## src/rtl/regfile_scoreboard.sv

```systemverilog
`default_nettype none
// ============================================================================
// Module   : regfile_scoreboard
// Function : integer register file with per-register pending-write counters.
//            Optional macro REGFILE_BYPASS_EN forwards same-cycle writeback.
// Revision : 1.0
// ============================================================================
module regfile_scoreboard #(
  parameter int XLEN   = 32,
  parameter int NREGS  = 32,
  parameter int PEND_W = 2
) (
  input  logic            clk,
  input  logic            rst,
  input  logic            we,
  input  logic [4:0]      rd,
  input  logic [XLEN-1:0] rdValue,
  input  logic [4:0]      rs1_addr,
  input  logic [4:0]      rs2_addr,
  output logic [XLEN-1:0] rs1_data,
  output logic [XLEN-1:0] rs2_data,
  output logic            rs1_busy,
  output logic            rs2_busy,
  input  logic            issue_valid,
  input  logic [4:0]      issue_rd,
  output logic            issue_ready,
  output logic            wb_underflow
);

  localparam logic [PEND_W-1:0] c_CNT_MAX = {PEND_W{1'b1}};
  localparam logic [PEND_W-1:0] c_CNT_ONE = PEND_W'(1);

  logic [XLEN-1:0]   r_regs [NREGS];
  logic [PEND_W-1:0] r_cnt  [NREGS];
  logic              r_underflow;

  logic w_wb;
  logic w_issue_inc;
  logic w_same_reg;
  logic w_underflow_evt;

  assign w_wb        = we && (rd != 5'd0);
  assign issue_ready = (issue_rd == 5'd0) || (r_cnt[issue_rd] != c_CNT_MAX);
  assign w_issue_inc = issue_valid && issue_ready && (issue_rd != 5'd0);
  // Issue and writeback to one register cancel: no count change, no underflow.
  assign w_same_reg      = w_issue_inc && w_wb && (issue_rd == rd);
  assign w_underflow_evt = w_wb && !w_same_reg && (r_cnt[rd] == '0);
  assign wb_underflow    = r_underflow;

  always_ff @(posedge clk) begin
    if (rst) begin
      for (int r = 0; r < NREGS; r++) begin
        r_regs[r] <= '0;
        r_cnt[r]  <= '0;
      end
      r_underflow <= 1'b0;
    end else begin
      if (w_wb) begin
        r_regs[rd] <= rdValue;
      end
      for (int r = 1; r < NREGS; r++) begin
        if (!w_same_reg) begin
          if (w_issue_inc && (issue_rd == 5'(r))) begin
            r_cnt[r] <= r_cnt[r] + c_CNT_ONE;
          end else if (w_wb && (rd == 5'(r)) && (r_cnt[r] != '0)) begin
            r_cnt[r] <= r_cnt[r] - c_CNT_ONE;
          end
        end
      end
      if (w_underflow_evt) begin
        r_underflow <= 1'b1;
      end
    end
  end

`ifdef REGFILE_BYPASS_EN
  logic w_fwd1;
  logic w_fwd2;
  logic w_retire1;
  logic w_retire2;

  assign w_fwd1 = w_wb && (rd == rs1_addr);
  assign w_fwd2 = w_wb && (rd == rs2_addr);
  // Last outstanding write retiring now, with no fresh issue to replace it.
  assign w_retire1 = w_fwd1 && (r_cnt[rs1_addr] == c_CNT_ONE)
                     && !(w_issue_inc && (issue_rd == rs1_addr));
  assign w_retire2 = w_fwd2 && (r_cnt[rs2_addr] == c_CNT_ONE)
                     && !(w_issue_inc && (issue_rd == rs2_addr));

  always_comb begin
    rs1_data = '0;
    rs2_data = '0;
    rs1_busy = 1'b0;
    rs2_busy = 1'b0;
    if (rs1_addr != 5'd0) begin
      rs1_data = w_fwd1 ? rdValue : r_regs[rs1_addr];
      rs1_busy = (r_cnt[rs1_addr] != '0) && !w_retire1;
    end
    if (rs2_addr != 5'd0) begin
      rs2_data = w_fwd2 ? rdValue : r_regs[rs2_addr];
      rs2_busy = (r_cnt[rs2_addr] != '0) && !w_retire2;
    end
  end
`else
  always_comb begin
    rs1_data = '0;
    rs2_data = '0;
    rs1_busy = 1'b0;
    rs2_busy = 1'b0;
    if (rs1_addr != 5'd0) begin
      rs1_data = r_regs[rs1_addr];
      rs1_busy = (r_cnt[rs1_addr] != '0);
    end
    if (rs2_addr != 5'd0) begin
      rs2_data = r_regs[rs2_addr];
      rs2_busy = (r_cnt[rs2_addr] != '0);
    end
  end
`endif

endmodule
`default_nettype wire

```

## config.mk

```make
export PLATFORM = sky130hd
export DESIGN_NAME = regfile_scoreboard
export DESIGN_NICKNAME = d
export VERILOG_FILES = /design/src/rtl/regfile_scoreboard.sv
export SDC_FILE = /design/constraint.sdc
export NUM_CORES = 2
export LEC_CHECK = 0
export CAP_MARGIN = 15
export CELL_PAD_IN_SITES_DETAIL_PLACEMENT = 0
export CELL_PAD_IN_SITES_GLOBAL_PLACEMENT = 2
export CORE_MARGIN = 3
export CORE_UTILIZATION = 47
export CTS_CLUSTER_SIZE = 24
export DETAILED_ROUTE_END_ITERATION = 10
export GPL_ROUTABILITY_DRIVEN = 0
export PLACE_DENSITY = 0.8
export SLEW_MARGIN = 20
export SYNTH_ARGS = -nofsm -noshare
export SYNTH_HDL_FRONTEND = slang
export SYNTH_SLANG_ARGS = --single-unit
```

## constraint.sdc

```tcl
create_clock -name clk -period 5.9 [get_ports clk]
set_input_delay 1.18 -clock clk [delete_from_list [all_inputs] [get_ports clk]]
set_output_delay 1.18 -clock clk [all_outputs]
set_load 0.01 [all_outputs]
```

==> metrics <==
sw frac=0.251; warnings from Yosys=0; EDFF count, synth=1086; Synth Area in XOR/XNOR=0.00266; die width=361 um; register area share after synthesis=0.551; ys flop type=edfxtp_1; mux cell area share after synthesis=0.267; Final Hold Viols=0; largest family of logic cells by synthesized area=multiplexers; top cell type's share of synthesized area=0.551; HP Start=wb_underflow$_SDFFE_PP0P_; post-synthesis compound-gate area fraction=0.0202; Syn Inst Count=3785; Worst Slack Setup Final=~0.56 ns; setup TNS=0 ns; P_sw=4.80 mW; Tmin final=5.34 ns; clock power share=0.381; Power Total=19.1 mW; Reg power frac=0.479; post-CTS setup buffer count=0; worst slew pin tran=1.14 ns; CTS Root Cell=clkbuf_16; Reg2Reg Setup Slack=2.36 ns; Critical Path AT=4.16 ns; max cap viols=0; Pint=14.3 mW; RSZ-0062 raised after global routing=false; critical path class=in2out; antenna-violating nets left=0; most used cell, CP=mux4_2; initial antenna violation count=24; reg-to-reg critical path startpoint=r_cnt[4][1]$_SDFFCE_PN0P_; Setup crit start=rs1_addr[0]; WL met2=93700 um; total congestion overflow=0; startpoint class of the critical path=input port; Setup crit end kind=output pin; worst stage delay on the critical path=roughly 0.55 ns; area leader, netlist=edfxtp_1; Post-Synth Simple-Gate Area=0.130; Seq cells post-synth=between 1k and 1.5k; Metal-1 WL=72700 um; asr flop ratio synth=0; worst min path class=reg2reg; setup violators final=0; vias in the first global route=roughly 39k; Clock Skew=0.0168 ns; Initial Util=0.476; clk buf depth=3; Worst Path Max Fanout=42; DRC=0; Slew Limit Headroom=0.242; top sig layer=met5; Resized cells post-CTS=0; dpl cells=5349; Peak VDD IR=around 0.25 mV; pwr/cell area=285 mW/mm2; adder-cell area share of the yosys netlist=0.000211; worst-skew pair later-pin latency=0.73 ns; Synth cell types=59; CTS buffer count=119; largest net degree at the start of global routing=97; crit share post-route=0.905; TritonRoute pass-1 iters=8; GRT Total Usage=0.308; share of cells above drive strength 1=0.287; Comb pwr share=0.139; row count=about 130; Worst-path clk slew=0.06 ns; Mapped Area=0.0592 mm2; Max H-tree Level=3; Lkg Pwr=23.0 nW; clk sinks=between 1k and 1.5k; Avg Synthesized Cell Area=15.6 um2; full die area=between 0.1 and 0.15 mm2; hold buffers post-CTS=0; Final Non-Filler Cells=5570; Layout Nets=3890; total core area=0.124 mm2; chip height=361 um; port bufs=123; Starting DRT DRC Count=5156; via count=about 37k; WL met3=22400 um; outcome=finished, final reports clean; routed wire length=200000 um; vias per cell=roughly 6.7; area delta synth->final=13.3%; Max Fclk=0.187 GHz; Ports=~120; max-slew violations=0; CP cell instances=buf_8 -> buf_12 -> mux4_2 -> mux4_2 -> mux2i_1 -> nor2_1 -> clkdlybuf4s50_1; CP required=around 4.7 ns; pre-CTS WS=~0.57 ns; routed length per instance=~36 um; Synth area leaders=edfxtp_1 55%, mux4_2 25%, and2_1 9.5%; Worst path slowest cell=mux4_2; CTS tree=built; DP HPWL=121000 um; first-pass GRT wire length=roughly 280000 um
## flip-flops by register name (all words and copies together) (netlist names)
signal,flops
r_cnt,62
r_regs,1024
wb_underflow,1
## routing by layer
layer / global-route usage / up-vias
li1: - / 14900
met1: 0.406 / 19400
met2: 0.484 / 2599
met3: 0.0768 / 526
met4: 0.145 / 12
met5: 0 / -
## power by group through the flow
stage / clock (mW) / sequential [mW] / combinational (mW)
2_1_floorplan: 0 / 9.25 / 1.56
3_3_place_gp: 0 / 9.28 / 2.62
3_5_place_dp: 0 / 9.33 / 2.64
4_1_cts: 7.39 / 9.17 / 2.65
5_1_grt: 7.70 / 9.22 / 2.76
6_report: 7.30 / 9.18 / 2.66
## synthesized netlist by cell type, drive strengths merged (12+ instances only)
cell type,count
a211oi,16
a21oi,29
a32oi,12
and2,901
and3,98
buf,83
clkbuf,337
edfxtp,1086
inv,21
mux2,14
mux2i,70
mux4,664
nand2,49
nand3,38
nor2,167
nor3,16
o21ai,43
## final timing paths
kind / end / depth (start not counted)
worst max-delay path: rs1_data[23] / 7
worst min-delay path: wb_underflow$_SDFFE_PP0P_ / 2
worst max register to register: r_cnt[8][1]$_SDFFCE_PN0P_ / 7
worst min register to register: wb_underflow$_SDFFE_PP0P_ / 2
## cells by family after synthesis
kind of cell | after synthesis
DFF | 1087
and+or+nand+nor | 1322
AOI/OAI and AO/OA | 167
muxes | 748
adders and majority gates | 1
buffers and inverters | 441
xor gates and xnor gates | 18
other | 1
## critical path: cells and delay by family
| kind | cells | cell delay, ns |
|---|---|---|
| and+or+nand+nor | 1 | 0.08 |
| muxes | 3 | 1.48 |
| buffers and inverters | 3 | 1.29 |
## stage by stage
stage | utilization | area (um2) | hold slack, ns
finish | 0.539 | 67100 | 0.501
global route | 0.539 | 67000 | 0.535
CTS | 0.539 | 67100 | 0.499
detailed placement | 0.509 | 63300 | 0.478
global placement | 0.509 | 63300 | 0.468
floorplan | - | 59300 | 0.476
## layout by cell type, fill, tap and decap left out, drive strengths merged, types with 5 or more instances in the layout
master	n
a22o	6
a211o	10
clkinv	52
mux4	664
clkbuf	146
and3	98
diode	10
nor3	16
mux2i	70
nand4	10
nand3	38
o221ai	8
a21oi	29
buf	211
nand2	49
nor2b	9
clkdlybuf4s50	105
xnor2	8
conb	32
mux2	14
a21o	5
xor2	10
a32oi	12
nor2	167
and2	901
edfxtp	1086
bufinv	9
nor4	9
or2	8
a211oi	16
o21ai	43
inv	23
or3	8
## cell type report
| class | instances | area, um2 |
|---|---|---|
| multi-input cells | 2288 | 25500 |
| clock buffers | 146 | 3190 |
| repair buffers | 316 | 3040 |
| inverters | 21 | 78.8 |
| diodes | 10 | 25.0 |
| clock inverters | 65 | 546 |
| flip-flops and latches | 1087 | 32600 |
| well taps | 1637 | 2050 |
| fillers | 9885 | 57400 |
Power figures use the tool's default switching activity.
